## src/rtl/priority_result_packer.sv

```systemverilog
// Packs validated one-hot left/right pairs into PACK_N-entry words; 1-cycle latency to packed_val_o.
// No backpressure: every packed/err pulse must be consumed the cycle it is presented.
module priority_result_packer #(
  parameter  int DATA_W  = 4,
  parameter  int PACK_N  = 4,
  localparam int IDX_W   = $clog2(DATA_W),
  localparam int ENTRY_W = 2*IDX_W+1,
  localparam int CNT_W   = $clog2(PACK_N+1)
) (
  input  logic                      clk_150mhz_i,
  input  logic                      rst_i,
  input  logic [DATA_W-1:0]         data_left_i,
  input  logic [DATA_W-1:0]         data_right_i,
  input  logic                      data_val_i,
  input  logic                      flush_i,
  output logic [PACK_N*ENTRY_W-1:0] packed_data_o,
  output logic [CNT_W-1:0]          packed_cnt_o,
  output logic                      packed_val_o,
  output logic                      onehot_err_o,
  output logic [7:0]                err_cnt_o
);

  function automatic logic [IDX_W-1:0] enc(input logic [DATA_W-1:0] v);
    enc = '0;
    for (int i = 0; i < DATA_W; i++) begin
      if (v[i]) enc = IDX_W'(i);
    end
  endfunction

  logic [CNT_W-1:0]          fill_q, fill_d;
  logic [PACK_N*ENTRY_W-1:0] slots_q, slots_d;
  logic [PACK_N*ENTRY_W-1:0] pdata_q, pdata_d;
  logic [CNT_W-1:0]          pcnt_q, pcnt_d;
  logic                      pval_q, pval_d;
  logic                      err_q, err_d;
  logic [7:0]                err_cnt_q, err_cnt_d;

  logic [IDX_W-1:0]   l_idx, r_idx;
  logic               l_nz, r_nz, l_oh, r_oh;
  logic               beat_ok, beat_bad, emit;
  logic [ENTRY_W-1:0] entry;
  logic [CNT_W-1:0]   fill_inc;

  always_comb begin
    l_idx    = enc(data_left_i);
    r_idx    = enc(data_right_i);
    l_nz     = |data_left_i;
    r_nz     = |data_right_i;
    l_oh     = (data_left_i & (data_left_i - DATA_W'(1))) == '0;
    r_oh     = (data_right_i & (data_right_i - DATA_W'(1))) == '0;
    beat_ok  = data_val_i && l_oh && r_oh && (l_nz == r_nz) && (l_idx <= r_idx);
    beat_bad = data_val_i && !beat_ok;
    entry    = {!l_nz, r_idx, l_idx};

    slots_d   = slots_q;
    pdata_d   = pdata_q;
    pcnt_d    = pcnt_q;
    pval_d    = 1'b0;
    err_d     = beat_bad;
    err_cnt_d = (beat_bad && err_cnt_q != 8'hFF) ? err_cnt_q + 8'd1 : err_cnt_q;

    for (int k = 0; k < PACK_N; k++) begin
      if (beat_ok && fill_q == CNT_W'(k)) slots_d[k*ENTRY_W +: ENTRY_W] = entry;
    end
    fill_inc = fill_q + CNT_W'(beat_ok);
    fill_d   = fill_inc;

    // The beat is folded in before the flush decision, so a flush with a beat emits once.
    emit = (fill_inc == CNT_W'(PACK_N)) || (flush_i && fill_inc != '0);
    if (emit) begin
      pdata_d = slots_d;
      pcnt_d  = fill_inc;
      pval_d  = 1'b1;
      slots_d = '0;
      fill_d  = '0;
    end
  end

  always_ff @(posedge clk_150mhz_i or posedge rst_i) begin
    if (rst_i) begin
      fill_q    <= '0;
      slots_q   <= '0;
      pdata_q   <= '0;
      pcnt_q    <= '0;
      pval_q    <= 1'b0;
      err_q     <= 1'b0;
      err_cnt_q <= '0;
    end else begin
      fill_q    <= fill_d;
      slots_q   <= slots_d;
      pdata_q   <= pdata_d;
      pcnt_q    <= pcnt_d;
      pval_q    <= pval_d;
      err_q     <= err_d;
      err_cnt_q <= err_cnt_d;
    end
  end

  assign packed_data_o = pdata_q;
  assign packed_cnt_o  = pcnt_q;
  assign packed_val_o  = pval_q;
  assign onehot_err_o  = err_q;
  assign err_cnt_o     = err_cnt_q;

endmodule

```

## config.mk

```make
export PLATFORM = sky130hd
export DESIGN_NAME = priority_result_packer
export DESIGN_NICKNAME = d
export VERILOG_FILES = /design/src/rtl/priority_result_packer.sv
export SDC_FILE = /design/constraint.sdc
export NUM_CORES = 1
export LEC_CHECK = 0
export ABC_AREA = 1
export CAP_MARGIN = 20
export CELL_PAD_IN_SITES_DETAIL_PLACEMENT = 0
export CELL_PAD_IN_SITES_GLOBAL_PLACEMENT = 1
export CORE_MARGIN = 5
export CORE_UTILIZATION = 31
export CTS_BUF_LIST = sky130_fd_sc_hd__clkbuf_4
export CTS_CLUSTER_SIZE = 28
export DETAILED_ROUTE_END_ITERATION = 6
export PLACE_DENSITY_LB_ADDON = 0.12
export SLEW_MARGIN = 5
export SYNTH_ARGS = -nofsm -noshare
export SYNTH_HDL_FRONTEND = slang
export SYNTH_SLANG_ARGS = --single-unit
export TNS_END_PERCENT = 10
```

## constraint.sdc

```tcl
create_clock -name clk_150mhz_i -period 2.11 [get_ports clk_150mhz_i]
set_input_delay 0.633 -clock clk_150mhz_i [delete_from_list [all_inputs] [get_ports clk_150mhz_i]]
set_output_delay 0.633 -clock clk_150mhz_i [all_outputs]
set_load 0.01 [all_outputs]
```

==> flow_summary_export.csv, run 1 <==
group,metric,value,unit
run_status,status,"complete, but fails checks",
run_status,violations,"setup timing",
cts,cts_buffer_depth,2,
timing,relSlewSlack,60.4,%
floorplan,rows,34,
global_routing,antenna_found_initial,0,
yosys,synth_nets,357,
cts,clkSinkCount,56,
cts,cts_tree,"yes",
yosys,synthAdderAreaFrac,2.29,%
final_layout,drive_gt1_share,27.8,%
cts,clk_pin_slew,0.16,ns
yosys,synth_cell_type_count,23,
detailed_routing,first_pass_iters,4,
detailed_routing,met3WireLength,260,µm
floorplan,ios,45,
yosys,syn_inst,340,
placement,post-place-ws,-1.33,ns
yosys,ys_ff_latch,56,
floorplan,die_w,104,µm
final_layout,final_cell_area,4040,µm²
power_and_ir_drop,peakVddDrop,451,µV
floorplan,initial_core_util,31.5,%
critical_path,crit_fanout,7,
cts,clockRootBuffer,"clkbuf_4",
final_layout,final_nets,442,
timing,worstMarginPinSlew,0.590,ns
final_layout,antennaDiodeCount,0,
floorplan,core_area,8680,µm²
power_and_ir_drop,p_leak,1.95,nW
critical_path,regToRegStartpoint,"fill_q[1]",
timing,drv_slew,0,
placement,portBuffers,44,
critical_path,crit_cells,18,
global_routing,grt_max_degree,57,
global_routing,grtUsageTotal,13.3,%
critical_path,setup.worst_path.end,"packed_data_o[12]",
critical_path,required,2.41,ns
timing,setup_viol,47,
yosys,netlist_area,2740,µm²
detailed_routing,highest_layer,"met4",
detailed_routing,via_per_inst,4.55,
run,cap_violations,0,
critical_path,critical_path_class,"input port to flip-flop",
cts,cts-buffers-inserted,5,
critical_path,reg2reg_slack,0.38,ns
final_layout,synthToLayoutAreaGrowth,47.9,%
critical_path,r2r_cells,6,
timing,rsz0062_at_grt,"yes",
yosys,synthTopCellsByArea,"dfrtp_1, nand2_1, inv_1",
detailed_routing,wl_met2,3.42,mm
critical_path,crit_slowest_cell,"xor2_4",
yosys,synth_xor_xnor_area_share,2.24,%
placement,post-dp-hpwl,4.39,mm
cts,htree_levels,2,
critical_path,r2r-end,"slots_q[18]",
final_layout,post-route-util,46.6,%
yosys,synth_top_family_by_area,"simple AND/OR/NAND/NOR gates",
yosys,synthMuxAreaShare,0,%
yosys,yosys_warnings,0,
detailed_routing,vias,2424,
critical_path,cp_cell_sequence,"buf_2 -> buf_6 -> buf_4 -> nor2_4 -> buf_4 -> nor2_1 -> nor3_4 -> nand2_2 -> inv_2 -> ha_4 -> ha_4 -> xor2_4 -> nand3_4 -> nand2_8 -> buf_12 -> clkinv_8 -> nand2_1 -> nand2_1",
detailed_routing,drc,0,
placement,gp_congestion,0.735,
critical_path,crit_arrival,2.67,ns
timing,hold_viol,0,
hold_path,hp-class,"flip-flop to flip-flop",
placement,post_dp_cell_area,3570,µm²
timing,setup_ws,-0.262,ns
floorplan,die_area,10800,µm²
power_and_ir_drop,p_per_area,982,nW/µm²
yosys,synth_sequential_area_ratio,51.2,%
critical_path,max_stage_delay,0.19,ns
detailed_routing,antenna_left,0,
cts,hold_buffers,0,
timing,period_needed,2.37,ns
floorplan,die_y,104,µm
detailed_routing,drt_iter0_drc,85,
yosys,post-synth-top-area-fraction,51.2,%
detailed_routing,wl_met1,3.21,mm
global_routing,grt_pass1_vias,2478,
yosys,synth_compound_area_share,3.02,%
global_routing,grt_pass1_wl,11.8,mm
critical_path,path_buf_inv,7,
cts,clk_latency,0.38,ns
yosys,synth_top_area_cell,"dfrtp_1",
global_routing,grt.overflow.total,0,
critical_path,cp_top_family,"buffers and inverters",
timing,min_period_over_period,112,%
timing,finalClockSkew,0.00835,ns
detailed_routing,drt_wl_total,6.99,mm
hold_path,whs_path_depth,2,
detailed_routing,wl_per_cell,13.1,µm
critical_path,critPathCaptureType,"flip-flop",
critical_path,cp-start-kind,"input port",
timing,fmax,422,MHz
yosys,avgSynthCellArea,8.04,µm²
yosys,synthSimpleGateAreaFrac,33.0,%
critical_path,crit_path_start,"data_left_i[3]",
[through the flow]
| stage | instances | TNS (ns) | hold slack (ns) | power, mW |
|---|---|---|---|---|
| final | 533 | -10.67 | 0.499 | 3.97 |
| after global routing | 533 | -15.81 | 0.517 | 4.27 |
| after CTS | 530 | -14.76 | 0.503 | 3.96 |
| after detailed placement | 511 | -62.72 | 0.459 | 3.17 |
| after global placement | 511 | -58.01 | 0.455 | 3.14 |
| after floorplan | 340 | -25.15 | 0.503 | 2.42 |
[routing by layer]
layer  vias up  GRT usage (%)
li1       1247              -
met1      1131           16.4
met2        38           23.2
met3         8           3.04
met4         0           3.70
met5         -              0
[worst min-delay path by stage]
stage / startpoint / to / slack [ns]
finish: packed_data_o[9] / packed_data_o[9] / 0.50
global route: packed_data_o[9] / packed_data_o[9] / 0.52
CTS: packed_data_o[9] / packed_data_o[9] / 0.50
detailed placement: packed_data_o[6] / packed_data_o[6] / 0.46
global placement: packed_data_o[1] / packed_data_o[1] / 0.46
floorplan: slots_q[4] / slots_q[4] / 0.50
[cells in the final DEF (no fill, tap or decap), types with 3 or more instances in the layout]
cell             instances
inv_2                    5
xor2_1                   3
dfrtp_1                 55
nand4_1                 23
nor3_1                   5
nor2_4                   4
o21ai_0                  9
buf_4                   35
clkbuf_4                 5
ha_4                     4
clkinv_8                 3
inv_1                   34
buf_12                   7
nor2_1                  16
nand2_2                 11
clkdlybuf4s50_1         36
nand2_1                102
nor2_2                  12
xnor2_1                  3
nand3_1                 16
buf_2                    3
nand3_2                  9
[worst reg2reg max path: cells and delay by family (launching register included)]
family	cells	cell delay [ns]
flip-flops	1	0.48
buffers and inverters	1	0.08
AND/OR/NAND/NOR	5	1.12
[area by class of cell]
class | instances | area, µm²
Fill cell | 869 | 4630
Sequential cell | 56 | 1400
Multi-Input combinational cell | 231 | 1370
Timing Repair Buffer | 87 | 871
Inverter | 42 | 185
Tap cell | 108 | 135
Clock buffer | 5 | 37.5
Timing Repair inverter | 2 | 32.5
Clock inverter | 2 | 12.5
[state kept, by name (all words and copies together), names as in the netlist]
register	cells
packed_data_o	20
onehot_err_o	1
fill_q	3
err_cnt_o	8
packed_val_o	1
packed_cnt_o	3
slots_q	20
[repair_timing]
action | in CTS | in global routing
gates resized for setup | 61 | 33
setup endpoints to repair | 55 | 48
buffers inserted | 8 | 4
gates cloned | 4 | 0
pin swaps | 21 | 17
[Yosys cell counts]
master    count
xor2_1        4
inv_1        41
nand2_1     114
nor2_1       29
ha_1          5
nand3_1      25
buf_4         2
buf_6         2
xnor2_1       3
nand3_2       1
buf_1         3
dfrtp_1      56
nor3_1        5
clkinv_1      1
buf_2         2
o21ai_0      11
a21oi_1       4
o21bai_1      1
nor2_4        3
nand2_2       2
clkbuf_1      2
nand4_1      23
nor3_4        1
[power breakdown]
group | switching, mW | internal [mW] | total [mW] | leakage, nW
logic | 0.913 | 0.960 | 1.87 | 1.17
clock network | 0.348 | 0.123 | 0.472 | 0.0287
registers | 0.210 | 1.42 | 1.63 | 0.758
total | 1.47 | 2.50 | 3.97 | 1.95
[cells by family (layout without fill, tap and decap cells)]
family | after synthesis | in the layout
simple gates | 203 | 203
flops | 56 | 56
buf+inv | 53 | 138
compound gates | 16 | 16
xor+xnor | 7 | 7
fa+ha+maj | 5 | 5
No activity file was read; power rests on OpenSTA's default activity.
==> run 2: changes to the inputs <==
--- a/config.mk
+++ b/config.mk
@@ -10,11 +10,12 @@
 export CELL_PAD_IN_SITES_DETAIL_PLACEMENT = 0
 export CELL_PAD_IN_SITES_GLOBAL_PLACEMENT = 1
 export CORE_MARGIN = 5
-export CORE_UTILIZATION = 31
+export CORE_UTILIZATION = 34
 export CTS_BUF_LIST = sky130_fd_sc_hd__clkbuf_4
 export CTS_CLUSTER_SIZE = 28
 export DETAILED_ROUTE_END_ITERATION = 6
 export PLACE_DENSITY_LB_ADDON = 0.12
+export SKIP_LAST_GASP = 1
 export SLEW_MARGIN = 5
 export SYNTH_ARGS = -nofsm -noshare
 export SYNTH_HDL_FRONTEND = slang
==> run 2 against run 1 <==
The run still ends with setup timing left. Critical path type unchanged. Final area up 3.3%. Sequential share of layout area shrank 1.1 points. Largest power group unchanged. Die area shrank 8.0%. Non-clock buffer count rose by 6.
==> flow_summary_export.csv, run 2 (same netlist as run 1, synthesis figures left out) <==
group,metric,value,unit
cts,clockRootBuffer,"clkbuf_4",
power_and_ir_drop,intPower,2.64,mW
timing,finalClockSkew,0.00984,ns
power_and_ir_drop,p_leak,2.03,nW
cts,clk_pin_slew,0.17,ns
floorplan,core_area,7770,µm²
run_status,status,"complete, but fails checks",
power_and_ir_drop,power.share.clock,11.5,%
cts,clkSinkCount,56,
detailed_routing,first_pass_iters,4,
timing,period_needed,2.44,ns
critical_path,crit_path_start,"data_left_i[3]",
power_and_ir_drop,finalPower,4.13,mW
detailed_routing,wl_per_cell,13.5,µm
final_layout,multiInputGateArea,1360,µm²
cts,htree_levels,2,
placement,place_inst,503,
detailed_routing,antenna_left,0,
final_layout,drive_gt1_share,28.2,%
cts,hold_buffers,0,
critical_path,required,2.41,ns
floorplan,die_area,9940,µm²
critical_path,regToRegStartpoint,"fill_q[0]",
detailed_routing,drc,0,
run_status,violations,"setup timing",
detailed_routing,vias,2498,
critical_path,cp-start-kind,"input port",
critical_path,crit_fanout,6,
power_and_ir_drop,peakVddDrop,401,µV
power_and_ir_drop,p_sw,1.50,mW
timing,min_period_over_period,116,%
placement,gp_congestion,0.719,
timing,fmax,409,MHz
final_layout,stdcell_count,534,
final_layout,post-route-util,53.8,%
global_routing,antenna_found_initial,0,
final_layout,layout_commonest_cell,"nand2_1",
critical_path,crit_arrival,2.74,ns
detailed_routing,drt_iter0_drc,128,
final_layout,fillers,749,
detailed_routing,via_per_inst,4.68,
hold_path,hold_start,"packed_data_o[9]",
floorplan,rows,32,
cts,cts_buffer_depth,2,
cts,cts-buffers-inserted,5,
timing,drv_slew,0,
power_and_ir_drop,p_per_area,990,nW/µm²
cts,clk_latency,0.38,ns
floorplan,initial_core_util,35.2,%
timing,holdWs,0.491,ns
critical_path,critical_path_class,"input port to flip-flop",
global_routing,grt.overflow.total,0,
global_routing,grt_pass1_vias,2570,
timing,worstMarginPinSlew,0.589,ns
floorplan,die_w,99.7,µm
final_layout,synthToLayoutAreaGrowth,52.7,%
timing,hold_viol,0,
run,cap_violations,0,
critical_path,critPathCaptureType,"flip-flop",
timing,setup_viol,47,
placement,portBuffers,44,
final_layout,final_cell_mix,"nand2_1, dfrtp_1, clkdlybuf4s50_1, inv_1, buf_4",
final_layout,ff_latch_area,1400,µm²
floorplan,die_y,99.7,µm
global_routing,grt_pass1_wl,12.6,mm
floorplan,ios,45,
timing,rsz0062_at_grt,"yes",
global_routing,grt_max_degree,57,
placement,post-dp-hpwl,4.34,mm
detailed_routing,drt_wl_total,7.19,mm
power_and_ir_drop,swShare,36.2,%
timing,relSlewSlack,60.4,%
hold_path,hp-class,"flip-flop to flip-flop",
timing,setup_ws,-0.333,ns
power_and_ir_drop,p_seq_share,39.1,%
global_routing,grtUsageTotal,15.7,%
power_and_ir_drop,combPwrFrac,49.4,%
cts,cts_tree,"yes",
final_layout,antennaDiodeCount,0,
final_layout,final_nets,448,
## run 2: cell types whose count changed in the layout (fill, tap and decap cells not counted), sizes merged
cell    delta
bufbuf     +1
inv        +3
clkinv     -2
buf        +5
## run 2: layer usage
| layer | vias up | GRT usage [%] | wire [µm] |
|---|---|---|---|
| met5 | - | 0 | 0 |
| met4 | 0 | 4.20 | 96 |
| met3 | 8 | 2.45 | 194 |
| met2 | 36 | 26.1 | 3590 |
| met1 | 1188 | 21.2 | 3320 |
| li1 | 1266 | - | - |
## run 2: cell type report
cell class,count,share of cell area [%]
Sequential cell,56,33.6
Clock inverter,3,0.419
Clock buffer,5,0.899
Multi-Input combinational cell,231,32.5
Timing Repair inverter,2,0.539
Inverter,42,4.43
Timing Repair Buffer,93,24.6
Tap cell,102,3.06
## run 2: worst max-delay path, stage by stage
cell	delay, ns
buf_4	0.12
inv_2	0.06
nand2_4	0.05
ha_4	0.26
inv_2	0.03
o21bai_1	0.11
nand2_1	0.07
nand2_2	0.08
nor2_4	0.04
nand2_2	0.07
inv_2	0.05
ha_4	0.15
ha_4	0.17
xor2_4	0.15
nand3_2	0.10
nand2_4	0.07
buf_12	0.13
buf_12	0.14
buf_16	0.14
nand3_2	0.07
nand2_1	0.05
## run 2: repair_timing
action | in CTS | in global routing
gates resized for setup | 74 | 25
setup buffers | 14 | 3
pin swaps | 25 | 18
cloned | 8 | 0
setup endpoints to repair | 55 | 50
## run 2: per-stage QoR
stage,instance area (µm²),setup WS (ns),TNS (ns)
CTS,4090,-0.392,-15.97
floorplan,2820,-0.586,-25.15
finish,4180,-0.333,-13.03
global placement,3540,-1.21,-58.03
global route,4180,-0.425,-16.62
detailed placement,3540,-1.30,-61.93
## run 2: power groups by stage
stage               combinational (mW)  sequential [mW]  clock [mW]
CTS                               2.04             1.62       0.500
detailed placement                1.53             1.64           0
global placement                  1.50             1.64           0
finish                            2.04             1.62       0.476
floorplan                        0.694             1.73           0
global route                      2.24             1.66       0.551
## run 2: path summary, 6_finish.rpt
path | to | depth (start not counted) | slack [ns]
max in group asynchronous | slots_q[8] | 3 | 1.25
worst min register to register | packed_data_o[9] | 2 | 0.49
worst max register to register | packed_data_o[14] | 10 | 0.35
worst max-delay path | packed_data_o[14] | 21 | -0.33
min in group asynchronous | packed_cnt_o[2] | 3 | 0.60
worst min-delay path | packed_data_o[9] | 2 | 0.49
==> run 3: changes to the inputs <==
--- a/config.mk
+++ b/config.mk
@@ -14,6 +14,7 @@
 export CTS_BUF_LIST = sky130_fd_sc_hd__clkbuf_4
 export CTS_CLUSTER_SIZE = 28
 export DETAILED_ROUTE_END_ITERATION = 6
+export HOLD_SLACK_MARGIN = 0.08
 export PLACE_DENSITY_LB_ADDON = 0.12
 export SKIP_LAST_GASP = 1
 export SLEW_MARGIN = 5
==> results of run 3 <==
Final layout, timing and power as in run 2 (identical DEF).
